`src/rtl/csla_frame_accumulator_if.sv`:
```
// Stream bundle for the frame accumulator: operand input stream and result output stream.
// The slave modport is the accumulator's view; the master modport is the producer/consumer side.
interface csla_frame_accumulator_if #(
    parameter int EXT_W = 4,
    parameter int CNT_W = 8
);
    logic                in_valid;
    logic                in_ready;
    logic [15:0]         in_data;
    logic                in_last;
    logic                out_valid;
    logic                out_ready;
    logic [16+EXT_W-1:0] out_data;
    logic [CNT_W-1:0]    out_count;
    logic                out_ovf;

    modport slave (
        input  in_valid, in_data, in_last, out_ready,
        output in_ready, out_valid, out_data, out_count, out_ovf
    );

    modport master (
        output in_valid, in_data, in_last, out_ready,
        input  in_ready, out_valid, out_data, out_count, out_ovf
    );
endinterface

```
`src/rtl/csla_frame_accumulator.sv`:
```
// Streaming frame accumulator built around a 16-bit carry-select adder whose upper
// blocks use a binary-to-excess-1 converter instead of a second ripple adder.
module modifiedcarry_adder (
    input  logic [15:0] a_i,
    input  logic [15:0] b_i,
    output logic [15:0] sum_o,
    output logic        cout_o
);
    logic [4:0] blk0_s;
    logic [4:1] carry_s;

    assign blk0_s     = {1'b0, a_i[3:0]} + {1'b0, b_i[3:0]};
    assign sum_o[3:0] = blk0_s[3:0];
    assign carry_s[1] = blk0_s[4];

    for (genvar k = 1; k < 4; k++) begin : g_blk
        logic [4:0] rca_s;
        logic [4:0] bec_s;
        logic [4:0] sel_s;
        // Speculative cin=0 sum; the excess-1 copy stands in for the cin=1 adder.
        assign rca_s = {1'b0, a_i[4*k +: 4]} + {1'b0, b_i[4*k +: 4]};
        assign bec_s = rca_s + 5'd1;
        assign sel_s = carry_s[k] ? bec_s : rca_s;
        assign sum_o[4*k +: 4] = sel_s[3:0];
        if (k < 3) begin : g_carry
            assign carry_s[k+1] = sel_s[4];
        end else begin : g_cout
            assign cout_o = sel_s[4];
        end
    end
endmodule

module csla_frame_accumulator #(
    parameter int EXT_W = 4,
    parameter int CNT_W = 8
) (
    input  logic                           clk,
    input  logic                           rst_n,
    input  logic                           clr,
    csla_frame_accumulator_if.slave        bus
);
    typedef enum logic [1:0] {
        IDLE  = 2'd0,
        ACCUM = 2'd1,
        DONE  = 2'd2
    } state_t;

    state_t             state_q, state_d;
    logic [15:0]        acc_lo_q, acc_lo_d;
    logic [EXT_W-1:0]   acc_hi_q, acc_hi_d;
    logic [CNT_W-1:0]   cnt_q, cnt_d;
    logic               ovf_q, ovf_d;
    logic [15:0]        sum_s;
    logic               cout_s;
    logic               xfer_s;

    modifiedcarry_adder u_adder (
        .a_i    (acc_lo_q),
        .b_i    (bus.in_data),
        .sum_o  (sum_s),
        .cout_o (cout_s)
    );

    assign xfer_s        = bus.in_valid & bus.in_ready;
    assign bus.in_ready  = (state_q != DONE);
    assign bus.out_valid = (state_q == DONE);
    assign bus.out_data  = {acc_hi_q, acc_lo_q};
    assign bus.out_count = cnt_q;
    assign bus.out_ovf   = ovf_q;

    // Next-state and datapath update; clr outranks every handshake.
    always_comb begin
        state_d  = state_q;
        acc_lo_d = acc_lo_q;
        acc_hi_d = acc_hi_q;
        cnt_d    = cnt_q;
        ovf_d    = ovf_q;
        if (clr) begin
            state_d  = IDLE;
            acc_lo_d = 16'd0;
            acc_hi_d = {EXT_W{1'b0}};
            cnt_d    = {CNT_W{1'b0}};
            ovf_d    = 1'b0;
        end else begin
            case (state_q)
                IDLE, ACCUM: begin
                    if (xfer_s) begin
                        acc_lo_d = sum_s;
                        acc_hi_d = acc_hi_q + {{(EXT_W-1){1'b0}}, cout_s};
                        ovf_d    = ovf_q | (cout_s & (&acc_hi_q));
                        if (cnt_q == {CNT_W{1'b1}}) begin
                            cnt_d = cnt_q;
                        end else begin
                            cnt_d = cnt_q + {{(CNT_W-1){1'b0}}, 1'b1};
                        end
                        if (bus.in_last) begin
                            state_d = DONE;
                        end else begin
                            state_d = ACCUM;
                        end
                    end else begin
                        state_d = state_q;
                    end
                end
                DONE: begin
                    if (bus.out_ready) begin
                        state_d  = IDLE;
                        acc_lo_d = 16'd0;
                        acc_hi_d = {EXT_W{1'b0}};
                        cnt_d    = {CNT_W{1'b0}};
                        ovf_d    = 1'b0;
                    end else begin
                        state_d = DONE;
                    end
                end
                default: begin
                    state_d  = IDLE;
                    acc_lo_d = 16'd0;
                    acc_hi_d = {EXT_W{1'b0}};
                    cnt_d    = {CNT_W{1'b0}};
                    ovf_d    = 1'b0;
                end
            endcase
        end
    end

    // State and accumulator registers.
    always_ff @(posedge clk or negedge rst_n) begin
        if (!rst_n) begin
            state_q  <= IDLE;
            acc_lo_q <= 16'd0;
            acc_hi_q <= {EXT_W{1'b0}};
            cnt_q    <= {CNT_W{1'b0}};
            ovf_q    <= 1'b0;
        end else begin
            state_q  <= state_d;
            acc_lo_q <= acc_lo_d;
            acc_hi_q <= acc_hi_d;
            cnt_q    <= cnt_d;
            ovf_q    <= ovf_d;
        end
    end
endmodule
```
`src/flat_wrapper.sv`:
```
// flat-port wrapper written by rule: the top's interface ports become plain ports
module csla_frame_accumulator_flat 
#(
    parameter int EXT_W = 4,
    parameter int CNT_W = 8
)
  (clk, rst_n, clr, bus_in_valid, bus_in_data, bus_in_last, bus_out_ready, bus_in_ready, bus_out_valid, bus_out_data, bus_out_count, bus_out_ovf);
  csla_frame_accumulator_if #(.EXT_W(EXT_W), .CNT_W(CNT_W)) bus_i ();
  input  logic clk;
  input  logic rst_n;
  input  logic clr;
  input wire logic [$bits(bus_i.in_valid)-1:0] bus_in_valid;
  input wire logic [$bits(bus_i.in_data)-1:0] bus_in_data;
  input wire logic [$bits(bus_i.in_last)-1:0] bus_in_last;
  input wire logic [$bits(bus_i.out_ready)-1:0] bus_out_ready;
  output wire logic [$bits(bus_i.in_ready)-1:0] bus_in_ready;
  output wire logic [$bits(bus_i.out_valid)-1:0] bus_out_valid;
  output wire logic [$bits(bus_i.out_data)-1:0] bus_out_data;
  output wire logic [$bits(bus_i.out_count)-1:0] bus_out_count;
  output wire logic [$bits(bus_i.out_ovf)-1:0] bus_out_ovf;
  assign bus_i.in_valid = bus_in_valid;
  assign bus_i.in_data = bus_in_data;
  assign bus_i.in_last = bus_in_last;
  assign bus_i.out_ready = bus_out_ready;
  assign bus_in_ready = bus_i.in_ready;
  assign bus_out_valid = bus_i.out_valid;
  assign bus_out_data = bus_i.out_data;
  assign bus_out_count = bus_i.out_count;
  assign bus_out_ovf = bus_i.out_ovf;
  csla_frame_accumulator #(.EXT_W(EXT_W), .CNT_W(CNT_W)) u_core (.clk(clk), .rst_n(rst_n), .clr(clr), .bus(bus_i));
endmodule
```
`config.mk`:
```
export PLATFORM = sky130hd
export DESIGN_NAME = csla_frame_accumulator_flat
export DESIGN_NICKNAME = d
export VERILOG_FILES = /design/src/rtl/csla_frame_accumulator_if.sv /design/src/rtl/csla_frame_accumulator.sv /design/src/flat_wrapper.sv
export SDC_FILE = /design/constraint.sdc
export NUM_CORES = 1
export LEC_CHECK = 0
export CAP_MARGIN = 10
export CORE_AREA = 2 2 70 72
export DETAILED_ROUTE_END_ITERATION = 7
export DIE_AREA = 0 0 72 74
export HOLD_SLACK_MARGIN = 0.15
export MAX_ROUTING_LAYER = met4
export PLACE_DENSITY = 0.85
export SYNTH_ARGS = -nofsm -noshare
export SYNTH_HDL_FRONTEND = slang
export SYNTH_SLANG_ARGS = --single-unit
```
`constraint.sdc`:
```
create_clock -name clk -period 4.4 [get_ports clk]
set_clock_uncertainty 0.2 [all_clocks]
set_input_delay 0.88 -clock clk [delete_from_list [all_inputs] [get_ports clk]]
set_output_delay 0.88 -clock clk [all_outputs]
set_load 0.1 [all_outputs]
```
==> impl_summary.log <==
[metrics] outcome: complete, no violations
[metrics] starting density of the core: ~48%
[metrics] vias per inst: 5.51
[metrics] Cell Area, Placed: 2800 sq um
[metrics] core area: 4600 sq um
[metrics] nature of the critical path startpoint: primary input
[metrics] Die H: 74 um
[metrics] Top Family by Delay on Critical Path: adder cells
[metrics] number of detailed-route iterations in the first pass: 4
[metrics] type of the setup path with the least slack: in2reg
[metrics] worst supply voltage drop on vdd: roughly 360 uV
[metrics] CP endpoint kind: flop
[metrics] Clk Latency, worst-skew pair: 0.28 ns
[metrics] per-cell routed wire length: 14.7 um
[metrics] slew at the pin closest to its max-slew limit: approximately 0.99 ns
[metrics] post-route worst hold slack: 0.318 ns
[metrics] reg-to-reg critical path startpoint: u_core.acc_lo_q[4]$_DFFE_PN0P_
[metrics] GP Congestion: ~0.86
[metrics] Seq. cell area: 776 sq um
[metrics] Design Area, Final: 2900 sq um
[metrics] non-filler instance count after layout: 340
[metrics] CP Data Required Time: 4.35 ns
[metrics] die boundary width: 72 um
[metrics] sum of buffers and inverters on the critical path: 1
[metrics] number of synthesized register bits: 31
[metrics] final HPWL from detailed placement: between 3 and 4 mm
[metrics] synthesized area per cell: 9.63 sq um
[metrics] H-tree Lvls: 2
[metrics] Most Frequent Cell on Critical Path: sky130_fd_sc_hd__ha_1
[metrics] detailed router's first-iteration violation count: 82
[metrics] final sum of negative setup slack: 0 ns
[metrics] Stages on worst setup path: 14
[metrics] leakage dissipation: 1.33 nW
[metrics] Max clock buf depth: 2
[metrics] instance count after placement with tap cells included: approximately 330
[metrics] post-CTS resize count: 0
[metrics] maximum number of pins on one net before global-route repair: 22
[metrics] area of the mapped netlist: around 2200 sq um
[metrics] crit path to: u_core.acc_hi_q[2]$_DFFE_PN0P_
[metrics] Post-Syn Nets: 276
[metrics] root buf cell: sky130_fd_sc_hd__clkbuf_8
[metrics] Synth Instances: around 230
[metrics] power density relative to cell area: 655 nW/um^2
[metrics] total congestion overflow: 0
[metrics] Rows: 25
[metrics] Reg2Reg Setup Slack: roughly 0.93 ns
[metrics] cell with the largest stage delay on the worst path: sky130_fd_sc_hd__fa_1
[metrics] biggest cell delay along the critical path: ~0.54 ns
[metrics] cts bufs inserted: 5
[metrics] routed vias: 1875
[metrics] count of cell types in the netlist: 44
[metrics] number of maximum-capacitance constraint violations: 0
[metrics] number of global-route vias before repair: approximately 1.9k
[metrics] sink count of the clock tree: 31
[metrics] number of cells traversed by the worst register-to-register path: 13
[metrics] beginning of the worst hold path: u_core.bus.out_ovf$_DFFE_PN0P_
[metrics] fin. max-slew vios: 0
[metrics] share of cells above drive strength 1: 8.04%
[metrics] diodes inserted: 0
[metrics] crit path DAT: 4.00 ns
[metrics] kind of path behind the tightest hold check: reg2reg
[metrics] final net count: 333
[metrics] Multi-input gate area: 1360 sq um
[metrics] portion of the post-synthesis area used by sequential elements: 35.3%
[metrics] capturing point of the worst reg2reg path: u_core.acc_hi_q[2]$_DFFE_PN0P_
[metrics] Port Buf Inserts: 52
[metrics] highest attainable clock frequency: 0.247 GHz
[metrics] residual antenna-violating net count after detailed routing: 0
[metrics] initial antenna violation count: 0
[metrics] I/O pins: 53
[metrics] number of hold buffers added after CTS: 0
[metrics] fraction of the cycle the final worst path needs: roughly 90%
[metrics] ordered cell list for the critical path: clkdlybuf4s50_1, ha_1, fa_1, ha_1, o311ai_4, nor4_4, mux2i_2, mux2i_1, xnor2_1, ha_1, ha_1, nor2b_1, xnor2_1, nor2_1
[metrics] clock-pin slew reported for the worst setup and hold paths after clock tree synthesis: ~0.07 ns
[metrics] highest fanout seen on the critical path: 3
[metrics] Worst setup startpoint: bus_in_data[4]
[metrics] Layout Area Growth over Synthesis: 31.9%
[metrics] final hold violation count: 0
[metrics] die footprint: 5330 sq um
[metrics] Synthesis Warnings: 0
[metrics] Routed Wire Length: 5.00 mm
[metrics] GR Util All Layers: 20.6%
[metrics] final critical delay including setup and external delays: just over 4 ns
[metrics] wire length of the first global-routing pass: 8.36 mm
[metrics] headroom to the max-slew limit: roughly a third
[metrics] unrepaired setup endpoints after global routing: no
[metrics] CTS tree: yes
[metrics] count of endpoints failing setup in the final report: 0
[metrics] fillers: 387
[metrics] remaining design rule violation count: 0
[metrics] buffers inserted during post-CTS setup optimization: 0
routing by layer:
metal / wire, um / GRT usage, % / up-vias
li1: - / - / 921
met1: 2240 / 25.1 / 904
met2: 2510 / 35.5 / 40
met3: 173 / 3.12 / 10
met4: 80 / 6.29 / 0
met5: 0 / - / -
power breakdown:
group          internal, mW  switching (mW)  total (mW)  leakage (nW)
logic                 0.388           0.840        1.23         0.860
registers             0.350          0.0678       0.417         0.414
clock network         0.143           0.109       0.251        0.0515
total                 0.881            1.02        1.90          1.33
synth_stat cells (all sizes together):
cell	number	share of area (%)
dfrtp	31	35
buf	2	0.34
a211oi	1	0.34
nor2b	3	0.85
nand4	7	2.0
a211o	1	0.40
o311ai	1	1.2
a21oi	10	2.5
a22o	1	0.40
nor3	1	0.23
o31ai	2	0.68
nor4	1	0.97
nand4b	2	0.80
or4	1	0.34
xor2	11	4.7
a32o	2	0.91
fa	4	3.6
a32oi	1	0.40
xnor2	12	5.1
nand3	6	1.4
nand2	28	4.8
a21o	7	2.5
ha	22	13
or3	1	0.29
and3	7	2.2
o31a	1	0.40
nand3b	1	0.34
clkbuf	4	0.68
o21ai	14	3.2
mux2i	6	2.9
and2	1	0.29
nor2	16	2.7
nand2b	3	0.85
inv	11	1.9
o41ai	2	0.80
or2	4	1.1
final cells by class:
type	instances	area share (%)
repair buffers	56	19.0
well taps	54	2.33
flip-flops and latches	31	26.8
inverters	11	1.43
clock buffers	8	3.46
multi-input cells	180	47.0
worst min-delay path by stage:
stage,to,slack [ns],depth (start not counted)
final,u_core.bus.out_ovf$_DFFE_PN0P_,0.32,1
after global routing,u_core.bus.out_ovf$_DFFE_PN0P_,0.32,1
after CTS,u_core.bus.out_ovf$_DFFE_PN0P_,0.32,1
after detailed placement,u_core.acc_lo_q[4]$_DFFE_PN0P_,0.30,2
after global placement,u_core.acc_lo_q[3]$_DFFE_PN0P_,0.30,2
after floorplan,u_core.state_q[1]$_DFFE_PN0P_,0.35,3
sequential cells by signal, summed over array words and instances, names as in the netlist:
| signal | flops |
|---|---|
| u_core.acc_hi_q | 4 |
| u_core.bus.out_count | 8 |
| u_core.state_q | 2 |
| u_core.bus.out_ovf | 1 |
| u_core.acc_lo_q | 16 |
cells by family (layout without fill, tap and decap cells):
kind of cell    Yosys count  after routing  share of synthesized area, %
simple gates             82             82                          19.2
compound gates           43             43                          13.6
buf+inv                  17             75                          2.91
xor+xnor                 23             23                          9.86
flops                    31             31                          35.3
fa+ha+maj                26             26                          16.2
mux                       6              6                          2.91
through the flow:
| stage | util [%] | total power, mW | setup slack [ns] |
|---|---|---|---|
| 2_1_floorplan | - | 1.37 | 0.484 |
| 3_3_place_gp | 60.8 | 1.62 | 0.163 |
| 3_5_place_dp | 60.8 | 1.65 | 0.0862 |
| 4_1_cts | 63.0 | 1.90 | 0.331 |
| 5_1_grt | 63.0 | 2.00 | 0.0998 |
| 6_report | 63.0 | 1.90 | 0.343 |
layout by cell type (no fill, tap or decap), types with 2 or more instances in the layout:
cell                              count
sky130_fd_sc_hd__nand2b_1             3
sky130_fd_sc_hd__a32o_1               2
sky130_fd_sc_hd__a21oi_1              8
sky130_fd_sc_hd__or2_2                3
sky130_fd_sc_hd__a21o_1               6
sky130_fd_sc_hd__o21ai_0             11
sky130_fd_sc_hd__xor2_1              10
sky130_fd_sc_hd__ha_1                22
sky130_fd_sc_hd__nand2_1             28
sky130_fd_sc_hd__xnor2_1             11
sky130_fd_sc_hd__o41ai_1              2
sky130_fd_sc_hd__inv_1               11
sky130_fd_sc_hd__a21oi_2              2
sky130_fd_sc_hd__fa_1                 4
sky130_fd_sc_hd__clkdlybuf4s50_1     52
sky130_fd_sc_hd__clkbuf_8             7
sky130_fd_sc_hd__o21ai_1              3
sky130_fd_sc_hd__buf_4                4
sky130_fd_sc_hd__o31ai_1              2
sky130_fd_sc_hd__nor2_1              16
sky130_fd_sc_hd__nand3_1              6
sky130_fd_sc_hd__and3_1               6
sky130_fd_sc_hd__nand4b_1             2
sky130_fd_sc_hd__nand4_1              7
sky130_fd_sc_hd__mux2i_1              5
sky130_fd_sc_hd__dfrtp_1             31
sky130_fd_sc_hd__nor2b_1              3
Note: power is estimated with default switching activity, not from simulation.
